==> config.mk <==
export PLATFORM = sky130hd
export DESIGN_NAME = p405s_lwb_stage
export DESIGN_NICKNAME = d
export VERILOG_FILES = /design/src/rtl/p405s_lwb_stage.sv
export SDC_FILE = /design/constraint.sdc
export NUM_CORES = 1
export LEC_CHECK = 0
export CORE_MARGIN = 1.5
export CORE_UTILIZATION = 34
export DETAILED_ROUTE_END_ITERATION = 7
export GPL_TIMING_DRIVEN = 0
export HOLD_SLACK_MARGIN = 0.02
export PLACE_DENSITY = 0.87
export SYNTH_ARGS = -nofsm -noshare
export SYNTH_HDL_FRONTEND = slang
export SYNTH_SLANG_ARGS = --single-unit
==> constraint.sdc <==
create_clock -name CB -period 1.7 [get_ports CB]
set_input_delay 0.34 -clock CB [delete_from_list [all_inputs] [get_ports CB]]
set_output_delay 0.34 -clock CB [all_outputs]
set_load 0.05 [all_outputs]
==> src/rtl/p405s_lwb_stage.sv <==
// Load-writeback (LWB) stage: tracks one outstanding data-cache load miss, steers the returned line-fill data to the GPR file and stalls WB/EXE on conflicts.
// Optional miss-timeout counter and lwbTimeout port are built only when P405S_LWB_TIMEOUT_EN is defined.
module p405s_lwb_stage (
    input  logic       CB,
    input  logic       sysResetN,
    input  logic       wbFull,
    input  logic       wbLoad,
    input  logic       wbLpWrEn,
    input  logic [0:4] wbRT,
    input  logic       wbClearOrFlush,
    input  logic       dcuLdMiss,
    input  logic       dcuLdDataValid,
    input  logic       lwbCancel,
    input  logic [0:4] exeRA,
    input  logic [0:4] exeRB,
    output logic       lwbE1,
    output logic       loadSteerMuxSel,
    output logic       lwbFull,
    output logic [0:4] lwbRT,
    output logic       lwbRpWrEn,
    output logic       lwbLpWrEn,
    output logic       wbHold,
`ifdef P405S_LWB_TIMEOUT_EN
    output logic       lwbTimeout,
`endif
    output logic       lwbDepHit
);

    typedef enum logic [1:0] {
        IDLE  = 2'b00,
        PEND  = 2'b01,
        DRAIN = 2'b10
    } lwbState_t;

    lwbState_t  state;
    lwbState_t  nextState;
    logic       newMiss;
    logic       captureEn;
    logic       steerSel;
    logic       rpWrEn;
    logic       holdReq;
    logic       lpWrEnQ;
    logic [0:4] rtQ;

    assign newMiss = wbFull & wbLoad & dcuLdMiss & ~wbClearOrFlush;

    // NOTE: every signal written here gets a default first, so no path can leave it unassigned and infer a latch.
    always_comb begin
        nextState = IDLE;
        captureEn = 1'b0;
        steerSel  = 1'b0;
        rpWrEn    = 1'b0;
        holdReq   = 1'b0;
        case (state)
            PEND: begin
                if (dcuLdDataValid) begin
                    // Data return completes the old miss; a cancelled miss still consumes its data but writes nothing.
                    steerSel  = 1'b1;
                    rpWrEn    = ~lwbCancel;
                    holdReq   = wbFull & wbLoad;
                    captureEn = newMiss;
                    nextState = newMiss ? PEND : IDLE;
                end else begin
                    holdReq   = newMiss;
                    nextState = lwbCancel ? DRAIN : PEND;
                end
            end
            DRAIN: begin
                holdReq   = newMiss;
                nextState = dcuLdDataValid ? IDLE : DRAIN;
            end
            default: begin
                // Encoding 11 is treated as IDLE; lwbCancel is ignored here.
                captureEn = newMiss;
                nextState = newMiss ? PEND : IDLE;
            end
        endcase
    end

    // NOTE: sequential state uses non-blocking assignments so every flop samples pre-edge values.
    always_ff @(posedge CB or negedge sysResetN) begin
        if (!sysResetN) begin
            state <= IDLE;
        end else begin
            state <= nextState;
        end
    end

    always_ff @(posedge CB or negedge sysResetN) begin
        if (!sysResetN) begin
            rtQ     <= '0;
            lpWrEnQ <= 1'b0;
        end else if (captureEn) begin
            rtQ     <= wbRT;
            lpWrEnQ <= wbLpWrEn;
        end
    end

    // Combinational outputs are gated by reset so they read 0 the moment reset asserts.
    assign lwbE1           = sysResetN & captureEn;
    assign loadSteerMuxSel = sysResetN & steerSel;
    assign lwbRpWrEn       = sysResetN & rpWrEn;
    assign lwbLpWrEn       = sysResetN & rpWrEn & lpWrEnQ;
    assign wbHold          = sysResetN & holdReq;
    assign lwbFull         = sysResetN & (state == PEND);
    assign lwbRT           = rtQ;
    assign lwbDepHit       = lwbFull & ((exeRA == rtQ) | (exeRB == rtQ));

`ifdef P405S_LWB_TIMEOUT_EN
    logic [7:0] waitCount;
    logic       waitStart;

    // A fresh capture in PEND restarts the count just like entry from IDLE.
    assign waitStart = ((nextState == PEND) && ((state != PEND) || captureEn)) ||
                       ((nextState == DRAIN) && (state != DRAIN));

    always_ff @(posedge CB or negedge sysResetN) begin
        if (!sysResetN) begin
            waitCount <= 8'd0;
        end else if ((nextState == IDLE) || waitStart) begin
            waitCount <= 8'd0;
        end else if (waitCount != 8'hFF) begin
            waitCount <= waitCount + 8'd1;
        end
    end

    assign lwbTimeout = sysResetN & (waitCount == 8'hFF);
`endif

endmodule

# After elaboration in Yosys (flattened, before gate mapping)
# Cells that the tools add are included.
[word_totals]
register_bits = 8
inputBits = 24
out_inout_bits = 12
[op_classes]
n_eq_ne = 4
muxes = 13
bitwise_logic = 13
[op_table]
columns = ["operator", "n"]
rows = [
  ["1-bit AND", 10],
  ["5-bit equality test", 2],
  ["1-bit two-way mux", 7],
  ["2-bit two-way mux", 3],
  ["1-bit one-hot mux with 2 select lines", 2],
  ["2-bit one-hot mux with 2 select lines", 1],
  ["2-bit by 1-bit equality test with 1-bit output (second input constant)", 1],
  ["2-bit equality test (second input constant)", 1],
  ["1-bit inverter", 2],
  ["1-bit OR", 1],
]

# Depth between registers and ports, before layout
# Gate-level depths: netlist of the first run.
[logic_depth]
depth_word = 6
ltp_mapped = 5

# Worst setup path before layout of the first run
# Ideal clock, no wire load.
[synth_timing]
path_type = "reg2out"
from = "register state[1]"
to = "output lwbLpWrEn"
arrival_time_ns = 1.981
t_required_ns = 1.360
path_slack_ns = -0.621
path_stages_with_launch = 6
path_buffers = 0
cell_sequence = "dfrtp_1 > inv_1 > ha_1 > and3_2 > and2b_1 > and2_1"
[synth_between]
elab_chain_len = 4
[synth_rtl]
columns = ["element", "line_no", "text"]
rows = [
  ["from (decl)", "35", "lwbState_t state;"],
  ["from (signal assigned)", "85", "state <= nextState;"],
  ["2-bit by 1-bit equality test with 1-bit output", "54", "case (state)"],
  ["1-bit two-way mux", "54", ""],
  ["1-bit AND", "-", ""],
  ["named net lwbRpWrEn", "20", "output logic lwbRpWrEn,"],
  ["1-bit AND", "103", "assign lwbLpWrEn = sysResetN & rpWrEn & lpWrEnQ;"],
  ["to (decl)", "21", "output logic lwbLpWrEn,"],
]
# The timed path passes the listed nets, and every way through them passes these cells.

# Worst setup path after layout of the first run
[layout_timing]
from = "register state[0]"
to = "output wbHold"
[layout_between]
elab_chain_len = 3
elab_cells_between_ends = 4
[layout_rtl]
columns = ["element", "line_no", "text"]
rows = [
  ["2-bit equality test / 2-bit by 1-bit equality test with 1-bit output (equally long branches)", "54", ""],
  ["1-bit one-hot mux with 2 select lines (*)", "54", ""],
  ["1-bit AND (*)", "104", "assign wbHold = sysResetN & holdReq;"],
  ["to (decl)", "22", "output logic wbHold,"],
]
# Every way passes the cells marked *; elsewhere a longest branch is shown, timed or not.

==> results.cfg, run 1 <==
[status]
status = finished with violations
violations = setup timing

[floorplanning]
dieArea_um2 = 1860
io_pins = 36
die_height_um = 43.1
die_x_um = 43.1
rows = 14
design.core.area_um2 = 1510
start_util_pct = 36.4

[logic_synthesis]
syn_avg_cell_area_um2 = 11.0
synth-main-ff-cell = dfrtp_1
netlist_area_um2 = 548
ys_seq_elements = 8
synth_edf_count = 0
ys_seq_area_share_pct = 36.5
yosys_warnings = 0
synth.distinct_cells = 22
netlist_instances = 50
synth_nets = 76
postSynth.asyncResetShare_pct = 100

[sta]
fin_ws_ns = -0.163
fin_crit_ns = 1.86
fmax_ghz = 0.537
slew_viol_final = 0
skew_ns = 0.00824
fin_crit_sh_pct = 110
worst_pin_slew_ns = 0.489
rsz0062_at_grt = yes
setup_viol = 5
relSlewSlack_pct = 67.5
hold_viol = 0

[route]
drtIter0Drc = 0
vias = 536
avgViaCountPerCell = 4.96
drtAntennaViolNets = 0
drt-pass1-iter-count = 1
drc = 0
routedWlPerCell_um = 13.7
wirelength_um = 1480

[clocking]
clk_latency_ns = 0.25
path_clk_slew_ns = 0.05
cts_tree = yes
htree_num_levels = 1
cts-root-buf = clkbuf_4
numCtsBuffers = 3
clock_path_buffers = 2
cts.sinks = 8

[min_path]
hold_path_class = in2async

[finish]
layout_common_cells = 16 x clkdlybuf4s50_1, 10 x dlygate4sd2_1, 9 x xnor2_1, 8 x dfrtp_1, 6 x mux2_2
fillers = 127
multi_input_area_um2 = 423
final_layout_size_suffix_gt1_share_pct = 40.2
seq_area_um2 = 200
final_common_cell = clkdlybuf4s50_1
insertedDiodeCount = 0
syn2layout_area_growth_pct = 92.9
final_nets = 120
final_util_pct = 70.2

[power_and_ir_drop]
ir_drop_mv = 0.293
p_leak_nw = 0.455
p_per_area_nw_per_um2 = 703
power_uw = 743

[critical_path]
cp-startpoint = state[0]
endpoint_kind = output pin
r2r_end = lwbRT[3]
critPathRequiredTime_ns = 1.36
arrival_ns = 1.52
path_class = reg2out
cp_max_fo = 4
ff2ff_path_depth = 6
r2r_slack_ns = 0.18
reg2reg_from = state[0]
start_kind = flip-flop

[place]
gp_congestion = 0.744
numPortBuffers = 35
detailed_place_hpwl_um = 1130

[run]
maxCapViolations = 0

[global_route]
grt_util_all_layers_pct = 19.4
grt_max_degree = 13
grt_pass1_vias = 594
grt_pass1_wl_um = 2540
overflow = 0
antenna_found_initial = 0
-- registers in the layout (all words and copies together), names as in the netlist --
signal	cells
lwbRT	5
state	2
lpWrEnQ	1
-- synthesized netlist by cell type (2+ instances only) --
library cell  number  area, µm²
and2_2             2       15.0
nand4_1            2       12.5
dfrtp_1            8        200
a21oi_1            2       10.0
xnor2_1           10       87.6
mux2_2             6       67.6
inv_1              2       7.51
nor3_1             2       10.0
ha_1               2       25.0
nand2_1            2       7.51
-- worst max path at each step --
stage	end	cells after the start
after global routing	wbHold	5
final	wbHold	5
after detailed placement	lwbLpWrEn	5
after floorplan	lwbLpWrEn	5
after global placement	lwbLpWrEn	5
after CTS	wbHold	5
-- cell families (layout without fill, tap and decap cells) --
kind of cell / Yosys count / count (layout) / share of synthesized area, %
compound gates: 5 / 5 / 5.48
xor+xnor: 10 / 10 / 16.0
buf+inv: 2 / 44 / 1.37
fa+ha+maj: 2 / 2 / 4.57
simple gates: 17 / 17 / 23.7
flops: 8 / 8 / 36.5
mux: 6 / 6 / 12.3
-- cell type report --
cell class,count,area share (%)
Clock buffer,3,2.13
Multi-Input combinational cell,40,40.0
Sequential cell,8,18.9
Timing Repair Buffer,39,36.3
Inverter,2,0.710
Tap cell,16,1.89
-- what timing repair did --
| item | CTS | global route |
|---|---|---|
| buffers inserted | 2 | 2 |
| hold buffers | 0 | 0 |
| gates resized for setup | 66 | 6 |
| setup endpoints to repair | 12 | 6 |
| pin swaps | 7 | 4 |
-- power by group --
group          switching [mW]  internal, mW
sequential             0.0441         0.224
clock                  0.0571        0.0803
combinational           0.184         0.153
-- metrics by stage --
step	hold slack (ns)	area [µm²]	TNS (ns)	cells	setup slack, ns
finish	0.0446	1060	-0.656	108	-0.163
global route	0.0554	1060	-1.02	108	-0.238
CTS	0.0460	1020	-0.730	106	-0.174
detailed placement	0.515	966	-6.78	101	-1.11
global placement	0.504	966	-6.69	101	-1.11
floorplan	0.0444	596	-0.108	50	-0.0697
-- per-layer routing --
layer,routed length [µm],vias up,GRT usage [%]
li1,-,261,-
met1,479,243,18.3
met2,812,28,33.7
met3,138,4,5.11
met4,44,0,16.4
met5,0,-,0
-- worst max-delay path, stage by stage (launching register included) --
cell and delay (ns):
dfrtp_1 0.40, inv_2 0.06, ha_4 0.26, nand4b_1 0.22, nor3_4 0.16, buf_6 0.18
No activity file was read; power rests on OpenSTA's default activity.
==> inputs of run 2 (changes only) <==
- clock period: 1.7 -> 2.1 ns (I/O delays scaled with it)
==> run 2 against run 1 <==
The flow now finishes without violations. Non-clock buffer count shrank 2. Utilization shrank 7.3 points. Critical path depth grew 1. Combinational power shrank 19%. Cell count shrank 1.9%. Wire length shrank 9.6%. Sequential cell count is the same. Clock-buffer cell count is the same. Worst hold slack gained 0.078 ns. Via count shrank 4.7%. Critical endpoint is now lwbLpWrEn. Largest power group unchanged.
==> results.cfg, run 2 (synthesized netlist as in run 1, its figures left out) <==
[status]
status = finished clean

[route]
drt-pass1-iter-count = 3
avgViaCountPerCell = 4.82
met2_length_um = 711
highest_layer = met4
drtAntennaViolNets = 0
vias = 511
drc = 0
routedWlPerCell_um = 12.6
wirelength_um = 1330
drtIter0Drc = 7
met1Wirelength_um = 513
routed-wl-met3_um = 89

[floorplanning]
rows = 14
io_pins = 36
die_height_um = 43.1
start_util_pct = 36.4
die_x_um = 43.1
dieArea_um2 = 1860
design.core.area_um2 = 1510

[critical_path]
endpoint_kind = output pin
path_class = reg2out
critPathRequiredTime_ns = 1.68
r2r_end = lwbRT[0]
cp_slowest_cell = dfrtp_1
r2r_slack_ns = 0.59
cp_max_fo = 7
reg2reg_from = state[0]
ff2ff_path_depth = 6
arrival_ns = 1.61
start_kind = flip-flop
cp_cell_sequence = inv_1, ha_2, and3_2, and2b_1, and2_2, buf_4
critPathMaxStageDelay_ns = 0.35

[sta]
skew_ns = 0.00288
fin_crit_ns = 2.03
relSlewSlack_pct = 67.1
setup_viol = 0
fin_ws_ns = 0.0740
fin_crit_sh_pct = 96.5
hold_viol = 0
tns_ns = 0
fmax_ghz = 0.494
hold_ws_ns = 0.123
rsz0062_at_grt = no
worst_pin_slew_ns = 0.491
slew_viol_final = 0

[clocking]
clock_path_buffers = 2
cts-root-buf = clkbuf_4
numCtsBuffers = 3
path_clk_slew_ns = 0.05
clk_latency_ns = 0.25
htree_num_levels = 1
cts.sinks = 8
ctsHoldBuffers = 0
cts_tree = yes

[finish]
stdcell_area_um2 = 947
final_nets = 118
largest_reg_flops = 5
fillers = 134
multi_input_area_um2 = 355
final_common_cell = clkdlybuf4s50_1
seq_area_um2 = 200
syn2layout_area_growth_pct = 72.8
layout_common_cells = 26 x clkdlybuf4s50_1, 10 x xnor2_1, 8 x dfrtp_1, 6 x mux2_2
final-instance-count-excl-fill = 106
final_util_pct = 62.9
final_layout_size_suffix_gt1_share_pct = 32.2
insertedDiodeCount = 0

[global_route]
grt_util_all_layers_pct = 16.0
grt_pass1_vias = 488
overflow = 0
grt_pass1_wl_um = 2130
antenna_found_initial = 0
grt_max_degree = 13

[place]
numPortBuffers = 35
place_ws_ns = -0.854
gp_congestion = 0.778
placed_area_um2 = 931
detailed_place_hpwl_um = 1100
placedCellCount = 101

[min_path]
hold_path_class = in2async

[power_and_ir_drop]
p_leak_nw = 0.391
p_per_area_nw_per_um2 = 635
ir_drop_mv = 0.314
power_uw = 601

[run]
maxCapViolations = 0
run 2: area by class of cell:
cell class                 count  area share (%)
multi-input combinational     40            37.5
timing repair buffer          37            36.1
sequential                     8            21.1
clock buffer                   3            2.38
tap                           16            2.11
inverter                       2           0.793
run 2: power by group:
part	internal (mW)	switching [mW]	total, mW
registers	0.182	0.0326	0.214
logic	0.136	0.137	0.273
clock network	0.0652	0.0487	0.114
total	0.383	0.218	0.601
run 2: critical path: cells and delay by family (launching register included):
family                     cells  cell delay [ns]
buffers and inverters          2             0.23
adders and majority gates      1             0.21
and+or+nand+nor                3             0.57
DFF                            1             0.35
run 2: how the worst max path moves through the flow:
stage	start	endpoint	slack [ns]	cells after the start
2_1_floorplan	state[1]	lwbLpWrEn	-0.19	5
3_3_place_gp	sysResetN	lwbLpWrEn	-0.84	5
3_5_place_dp	sysResetN	lwbLpWrEn	-0.85	5
4_1_cts	dcuLdDataValid	lwbLpWrEn	0.005	5
5_1_grt	exeRB[3]	lwbDepHit	0.007	5
6_report	state[1]	lwbLpWrEn	0.07	6
run 2: repair_timing:
action,4_1_cts,5_1_grt
endpoints found under the setup margin,7,5
pin swaps,1,1
gates cloned,0,0
resized for setup,33,7
setup buffers,0,2
run 2: metal layers:
| metal | GRT usage [%] | vias up |
|---|---|---|
| met4 | 9.09 | 0 |
| met3 | 5.96 | 2 |
| li1 | - | 256 |
| met5 | 0 | - |
| met1 | 16.2 | 233 |
| met2 | 27.5 | 20 |
